**src/rtl/aes_mask_gen_if.sv**
```systemverilog
`default_nettype none
// ============================================================================
// Module   : aes_mask_gen_if
// Brief    : Request/response bundle between a masking core and aes_mask_gen.
// Revision : 1.0 - initial release
// ============================================================================
interface aes_mask_gen_if;
  logic         init;
  logic         next;
  logic [127:0] seed;
  logic [127:0] mask;
  logic         valid;
  logic         ready;

  modport master (
    output init,
    output next,
    output seed,
    input  mask,
    input  valid,
    input  ready
  );

  modport slave (
    input  init,
    input  next,
    input  seed,
    output mask,
    output valid,
    output ready
  );
endinterface
`default_nettype wire

```
**src/rtl/aes_mask_gen.sv**
```systemverilog
`default_nettype none
// ============================================================================
// Module   : aes_mask_gen
// Brief    : xorshift128 PRNG producing 128-bit masks on request.
// Revision : 1.0 - initial release
// ============================================================================
module aes_mask_gen #(
  parameter int WARMUP_STEPS = 16,
  parameter int GEN_STEPS    = 4
) (
  input  logic           clk,
  input  logic           reset,
  aes_mask_gen_if.slave  bus
);

  localparam logic [127:0] C_SEED_SUB  = 128'h6a09e667_bb67ae85_3c6ef372_a54ff53a;
  localparam logic [4:0]   C_WARM_LAST = 5'(WARMUP_STEPS - 1);
  localparam logic [4:0]   C_GEN_LAST  = 5'(GEN_STEPS - 1);

  typedef enum logic [1:0] {
    ST_IDLE   = 2'd0,
    ST_WARMUP = 2'd1,
    ST_GEN    = 2'd2
  } state_t;

  state_t         r_fsm;
  state_t         w_fsm_nxt;
  logic [127:0]   r_state;
  logic [127:0]   w_state_nxt;
  logic [127:0]   w_state_step;
  logic [127:0]   r_mask;
  logic [127:0]   w_mask_nxt;
  logic           r_valid;
  logic           w_valid_nxt;
  logic [4:0]     r_cnt;
  logic [4:0]     w_cnt_nxt;

  logic [31:0]    w_x;
  logic [31:0]    w_y;
  logic [31:0]    w_z;
  logic [31:0]    w_w;
  logic [31:0]    w_t;
  logic [31:0]    w_w_new;

  // One xorshift128 step; the output word is appended and x is dropped.
  always_comb begin
    w_x          = r_state[127:96];
    w_y          = r_state[95:64];
    w_z          = r_state[63:32];
    w_w          = r_state[31:0];
    w_t          = w_x ^ (w_x << 11);
    w_w_new      = w_w ^ (w_w >> 19) ^ w_t ^ (w_t >> 8);
    w_state_step = {w_y, w_z, w_w, w_w_new};
  end

  always_comb begin
    w_fsm_nxt   = r_fsm;
    w_state_nxt = r_state;
    w_mask_nxt  = r_mask;
    w_valid_nxt = r_valid;
    w_cnt_nxt   = r_cnt;
    case (r_fsm)
      ST_IDLE: begin
        if (bus.init) begin
          // An all-zero seed would lock the generator at zero forever.
          w_state_nxt = (bus.seed == 128'h0) ? C_SEED_SUB : bus.seed;
          w_fsm_nxt   = ST_WARMUP;
          w_valid_nxt = 1'b0;
          w_cnt_nxt   = 5'd0;
        end else if (bus.next) begin
          w_fsm_nxt   = ST_GEN;
          w_valid_nxt = 1'b0;
          w_cnt_nxt   = 5'd0;
        end
      end
      ST_WARMUP: begin
        w_state_nxt = w_state_step;
        w_cnt_nxt   = r_cnt + 5'd1;
        if (r_cnt == C_WARM_LAST) begin
          w_fsm_nxt = ST_IDLE;
        end
      end
      ST_GEN: begin
        w_state_nxt = w_state_step;
        w_cnt_nxt   = r_cnt + 5'd1;
        if (r_cnt == C_GEN_LAST) begin
          w_fsm_nxt   = ST_IDLE;
          w_mask_nxt  = w_state_step;
          w_valid_nxt = 1'b1;
        end
      end
      default: begin
        w_fsm_nxt = ST_IDLE;
      end
    endcase
  end

  always_ff @(posedge clk) begin
    if (reset) begin
      r_fsm   <= ST_IDLE;
      r_state <= C_SEED_SUB;
      r_mask  <= 128'h0;
      r_valid <= 1'b0;
      r_cnt   <= 5'd0;
    end else begin
      r_fsm   <= w_fsm_nxt;
      r_state <= w_state_nxt;
      r_mask  <= w_mask_nxt;
      r_valid <= w_valid_nxt;
      r_cnt   <= w_cnt_nxt;
    end
  end

  assign bus.mask  = r_mask;
  assign bus.valid = r_valid;
  assign bus.ready = (r_fsm == ST_IDLE);

endmodule
`default_nettype wire

```
**src/flat_wrapper.sv**
```systemverilog
// flat-port wrapper written by rule: the top's interface ports become plain ports
module aes_mask_gen_flat 
#(
  parameter int WARMUP_STEPS = 16,
  parameter int GEN_STEPS    = 4
)
  (clk, reset, bus_init, bus_next, bus_seed, bus_mask, bus_valid, bus_ready);
  aes_mask_gen_if bus_i ();
  input  logic clk;
  input  logic reset;
  input wire logic [$bits(bus_i.init)-1:0] bus_init;
  input wire logic [$bits(bus_i.next)-1:0] bus_next;
  input wire logic [$bits(bus_i.seed)-1:0] bus_seed;
  output wire logic [$bits(bus_i.mask)-1:0] bus_mask;
  output wire logic [$bits(bus_i.valid)-1:0] bus_valid;
  output wire logic [$bits(bus_i.ready)-1:0] bus_ready;
  assign bus_i.init = bus_init;
  assign bus_i.next = bus_next;
  assign bus_i.seed = bus_seed;
  assign bus_mask = bus_i.mask;
  assign bus_valid = bus_i.valid;
  assign bus_ready = bus_i.ready;
  aes_mask_gen #(.WARMUP_STEPS(WARMUP_STEPS), .GEN_STEPS(GEN_STEPS)) u_core (.clk(clk), .reset(reset), .bus(bus_i));
endmodule
```
**config.mk**
```make
export PLATFORM = sky130hd
export DESIGN_NAME = aes_mask_gen_flat
export DESIGN_NICKNAME = d
export VERILOG_FILES = /design/src/rtl/aes_mask_gen_if.sv /design/src/rtl/aes_mask_gen.sv /design/src/flat_wrapper.sv
export SDC_FILE = /design/constraint.sdc
export NUM_CORES = 1
export LEC_CHECK = 0
export BUFFER_PORTS_ARGS = -buffer_cell sky130_fd_sc_hd__buf_2
export CORE_MARGIN = 3
export CORE_UTILIZATION = 46
export CTS_CLUSTER_SIZE = 28
export DETAILED_ROUTE_END_ITERATION = 7
export MAX_ROUTING_LAYER = met4
export PLACE_DENSITY = 0.66
export SYNTH_ARGS = -nofsm -noshare
export SYNTH_HDL_FRONTEND = slang
export SYNTH_SLANG_ARGS = --single-unit
```
**constraint.sdc**
```tcl
create_clock -name clk -period 2.2 [get_ports clk]
set_input_delay 0.66 -clock clk [delete_from_list [all_inputs] [get_ports clk]]
set_output_delay 0.66 -clock clk [all_outputs]
set_load 0.05 [all_outputs]
```
# == Yosys cells after proc, flatten, opt, wreduce, memory -nomap -nowiden ==
# Index checks and enable logic that the tools add are counted.
# word_totals
ff_bits,264
inputBits,132
output_inout_bits,130
word_cells,43
# op_classes
addsub,1
eq_ne,8
mux,15
bitwise_logic,4
reduce_logical,10
# op_table
op,count
$mux W128,2
$pmux W128 S2,1
$logic_not A128 Y1,1
$xor A32 B32 Y32,2
$xor A32 B13 Y32,1
$xor A32 B24 Y32,1
$mux W5,2
$pmux W5 S2,1
$mux W2,4
$pmux W2 S3,1
$reduce_and A2 Y1,3
$reduce_and A3 Y1,2
$add A5 B1 Y5 const B,1
$eq A5 B2 Y1 const B,1
$eq A5 B4 Y1 const B,1
$ne A2 B1 Y1 const B,2
$reduce_bool A2 Y1,2
$mux W1,3
$ne A3 B3 Y1 const B,1
$eq A2 B1 Y1 const B,1
$eq A2 B2 Y1 const B,1
$logic_not A2 Y1,1
$ne A2 B2 Y1 const B,1
$pmux W1 S2,1
$reduce_or A2 Y1,1

# == Depth between registers and ports, before layout ==
# logic_depth
word_depth,4
depth_mapped,9
mapped_depth_nobuf,7

# == Worst setup path before layout ==
# Ideal clock, no wire load.
# synth_timing
path_type,register to register
start,register u_core.r_fsm[0]
end,register u_core.r_state[116]
setup_ns,0.086
arrival_ns,2.066
slack_ns,0.049
stages_incl_launch_ff,9
n_path_buf,2
cell_sequence,dfxtp_1 -> inv_1 -> ha_1 -> nand2_1 -> o21ai_1 -> clkbuf_1 -> clkbuf_1 -> nor2_1 -> a211oi_1
# synth_between
elab_cells_between_ends,8
cone_classes,3 x eq/ne; 1 x mux; 4 x reduce/logical
# synth_rtl
item,line,source
from (decl),aes_mask_gen.sv:26,state_t r_fsm;
from (signal assigned),aes_mask_gen.sv:106,r_fsm <= w_fsm_nxt;
$logic_not A2 Y1 (*),--,
via bus_ready,flat_wrapper.sv:16,output wire logic [$bits(bus_i.ready)-1:0] bus_ready;
$ne A2 B2 Y1 (no source line) or $reduce_bool A2 Y1 (tied branches),--,
$reduce_and A2 Y1 (no source line),--,
to (signal assigned),aes_mask_gen.sv:107,r_state <= w_state_nxt;
to (decl),aes_mask_gen.sv:28,logic [127:0] r_state;
# Mark *: on every way through the listed nets, which the timed path passes. The rest lies on a longest branch.
# A chain may end at the register's enable or synchronous reset.

# == Worst setup path after layout ==
# layout_timing
start,input port bus_seed[125]
end,register u_core.r_state[38]
# layout_between
elab_chain_len,4
# layout_rtl
item,line,source
from (decl),flat_wrapper.sv:13,input wire logic [$bits(bus_i.seed)-1:0] bus_seed;
$logic_not A128 Y1,aes_mask_gen.sv:66,w_state_nxt = (bus.seed == 128'h0) ? C_SEED_SUB : bus.seed;
$mux W128,aes_mask_gen.sv:66,
$mux W128,aes_mask_gen.sv:64,if (bus.init) begin
$pmux W128 S2,aes_mask_gen.sv:62,case (r_fsm)
# No other way between the ends. The select of a mux whose other input is x is not followed.

==> impl_metrics.tcl <==
set metrics [dict create \
    post_drt_wl_per_cell_um 21.2 \
    yosysWarnings 0 \
    start_kind "input port" \
    port_buffers 261 \
    synth_largest_area_cell "dfxtp_1" \
    synth_flop_cell "dfxtp_1" \
    synth_top_area_share_pct 44.6 \
    synth-edff-count 0 \
    place_congestion 0.978 \
    dr.pass1.iters 5 \
    clkTransAtPathRegs_ps 60 \
    status "complete, no violations" \
    drive_gt1_share_pct 28.3 \
    ys_ff_latch 264 \
    grtUsageTotal_pct 31.4 \
    async_flop_share_pct 0 \
    hold_buffers 0 \
    die_h_um 167 \
    worstSetupPathType "input port to register" \
    drc_errors 0 \
    clk_latency_ps 550 \
    syn-cell-area_sq_um 11900 \
    globalRouteOverflowTotal 0 \
    final_cells 2131 \
    clkSinkCount 264 \
    drt_iter0_drc 1443 \
    cts_root_buf "clkbuf_16" \
    seq_area_frac_synth_pct 44.6 \
    power_density_nw_per_um2 1050 \
    layout_commonest_cell "dfxtp_1" \
    rsz0062_at_grt "no" \
    num_antenna_cells 0 \
    cp_max_fo 22 \
    finalSetupViolations 0 \
    dp_cells 2077 \
    avgViaCountPerCell 5.73 \
    hold_class "input port to register" \
    finalPower_w 0.0165 \
    worst_slew_margin_rel_pct 48.0 \
    fp-row-count 58 \
    synth_cells 1431 \
    pin_count 262 \
    htree_levels 1 \
    grt_max_degree 100 \
    antenna_found_initial 0 \
    final_cell_mix "dfxtp_1, buf_2, nand2_1, a21oi_1, buf_4" \
    ys_top_cells_by_area "dfxtp_1, a21oi_1, nand2_1" \
    fin_crit_ps 2180 \
    synthToLayoutAreaGrowth_pct 32.1 \
    initial_core_util_pct 47.0 \
    drt-total-wl_um 45100 \
    worstPathArrival_ps 2660 \
    drv_cap 0 \
    final_nets 1917 \
    fmax_ghz 0.458 \
    cts_buffer_depth 3 \
    postRouteAntennaNets 0 \
    die_area_sq_um 27800 \
    design.core.area_sq_um 25300 \
    ys_types 45 \
    die_width_um 167 \
    slew_viol_final 0 \
    endpoint_kind "register" \
    grt_pass1_vias 11300 \
    cts_buffers 28 \
    power_leakage_nw 6.53 \
    dpl.hpwl_um 33000 \
    grt_pass1_wl_um 67100 \
    fin_skew_ps 6.99 \
    synthesis.nets 1568 \
    min_period_over_period_pct 99.3 \
    vdd_drop_max_uv 710 \
    cts_tree "yes" \
    worst_pin_slew_ps 772 \
    hold_viol 0 \
    cp.required_ps 2670 \
    syn_avg_cell_area_sq_um 8.29 \
    vias 12200 \
]
## logic make-up after synthesis
group | after synthesis | synth area share [%]
xor gates and xnor gates | 79 | 7.59
buffers and inverters | 134 | 5.01
adders and majority gates | 5 | 0.527
muxes | 44 | 3.72
DFF | 264 | 44.6
AOI/OAI and AO/OA | 489 | 23.9
and+or+nand+nor | 416 | 14.7
## power by group
group | switching, W | leakage, nW | internal, W
Combinational | 0.00307 | 3.90 | 0.00229
Clock | 0.00202 | 0.473 | 0.00289
Sequential | 0.000878 | 2.16 | 0.00536
Total | 0.00597 | 6.53 | 0.0105
## worst max-delay path: stages
cell and delay, ps:
buf_2 110, nor4_1 680, nand4_1 300, nor4_4 260
buf_12 240, buf_12 160, a211oi_1 70, o21ai_0 180
## cells in the mapped netlist (2+ instances only)
library cell  instances
dfxtp_1             264
nand2_1             245
a21oi_1             219
a211oi_1            116
nor2_1              109
clkbuf_1             87
o21ai_0              69
o21ai_1              54
xnor2_1              50
mux2i_1              43
nor4_1               32
buf_2                19
xnor3_1              13
xor2_1               13
buf_1                10
nand4_1              10
a32oi_1               9
buf_6                 8
inv_1                 8
a22oi_1               6
nand2b_1              6
ha_1                  5
o21a_1                5
or2_2                 3
and3_1                2
buf_4                 2
nor4_2                2
o221ai_1              2
o2bb2ai_1             2
o31ai_1               2
xnor2_2               2
## sequential cells by signal, indices dropped and copies added (netlist names)
name / cells
u_core.bus.mask: 128
u_core.bus.valid: 1
u_core.r_cnt: 5
u_core.r_fsm: 2
u_core.r_state: 128
## path summary, 6_finish.rpt
kind / start / endpoint / slack (ps) / cells after the start
min reg2reg: u_core.bus.mask[45]$_SDFFE_PP0P_ / u_core.bus.mask[45]$_SDFFE_PP0P_ / 450 / 2
max reg2reg: u_core.r_fsm[1]$_SDFFE_PP0P_ / u_core.r_state[107]$_SDFFE_PP0P_ / 130 / 9
max: bus_seed[125] / u_core.r_state[38]$_SDFFE_PP1P_ / 20 / 8
min: bus_seed[31] / u_core.r_state[31]$_SDFFE_PP1P_ / 380 / 3
## through the flow
stage / setup WS (ps) / utilization [%] / hold WS [ps] / setup TNS [ps] / instance area, sq um
2_1_floorplan: 48.8 / - / 442 / 0 / 11900
3_3_place_gp: -471 / 58.1 / 441 / -32700 / 14700
3_5_place_dp: -469 / 58.1 / 444 / -30480 / 14700
4_1_cts: 24.7 / 61.8 / 370 / 0 / 15600
5_1_grt: 9.70 / 62.1 / 385 / 0 / 15700
6_report: 15.4 / 62.1 / 382 / 0 / 15700
## cell type report
type,count,area (sq um)
Clock buffer,37,795
Clock inverter,14,161
Fill cell,2327,9580
Inverter,8,30.0
Multi-Input combinational cell,1033,6050
Sequential cell,264,5290
Tap cell,330,413
Timing Repair Buffer,445,2940
## layer usage
layer | global-route usage (%) | vias to the layer above | wire (um)
met4 | 9.22 | 0 | 1500
met5 | - | - | 0
met3 | 3.51 | 103 | 3880
li1 | - | 5734 | -
met2 | 48.6 | 565 | 20400
met1 | 43.6 | 5818 | 19300
## what timing repair did
action                     4_1_cts  5_1_grt
buffers inserted                 0        2
gates resized for setup          0        3
setup endpoints to repair        0       83
hold endpoints to repair         0        0
Note: power is estimated with default switching activity, not from simulation.
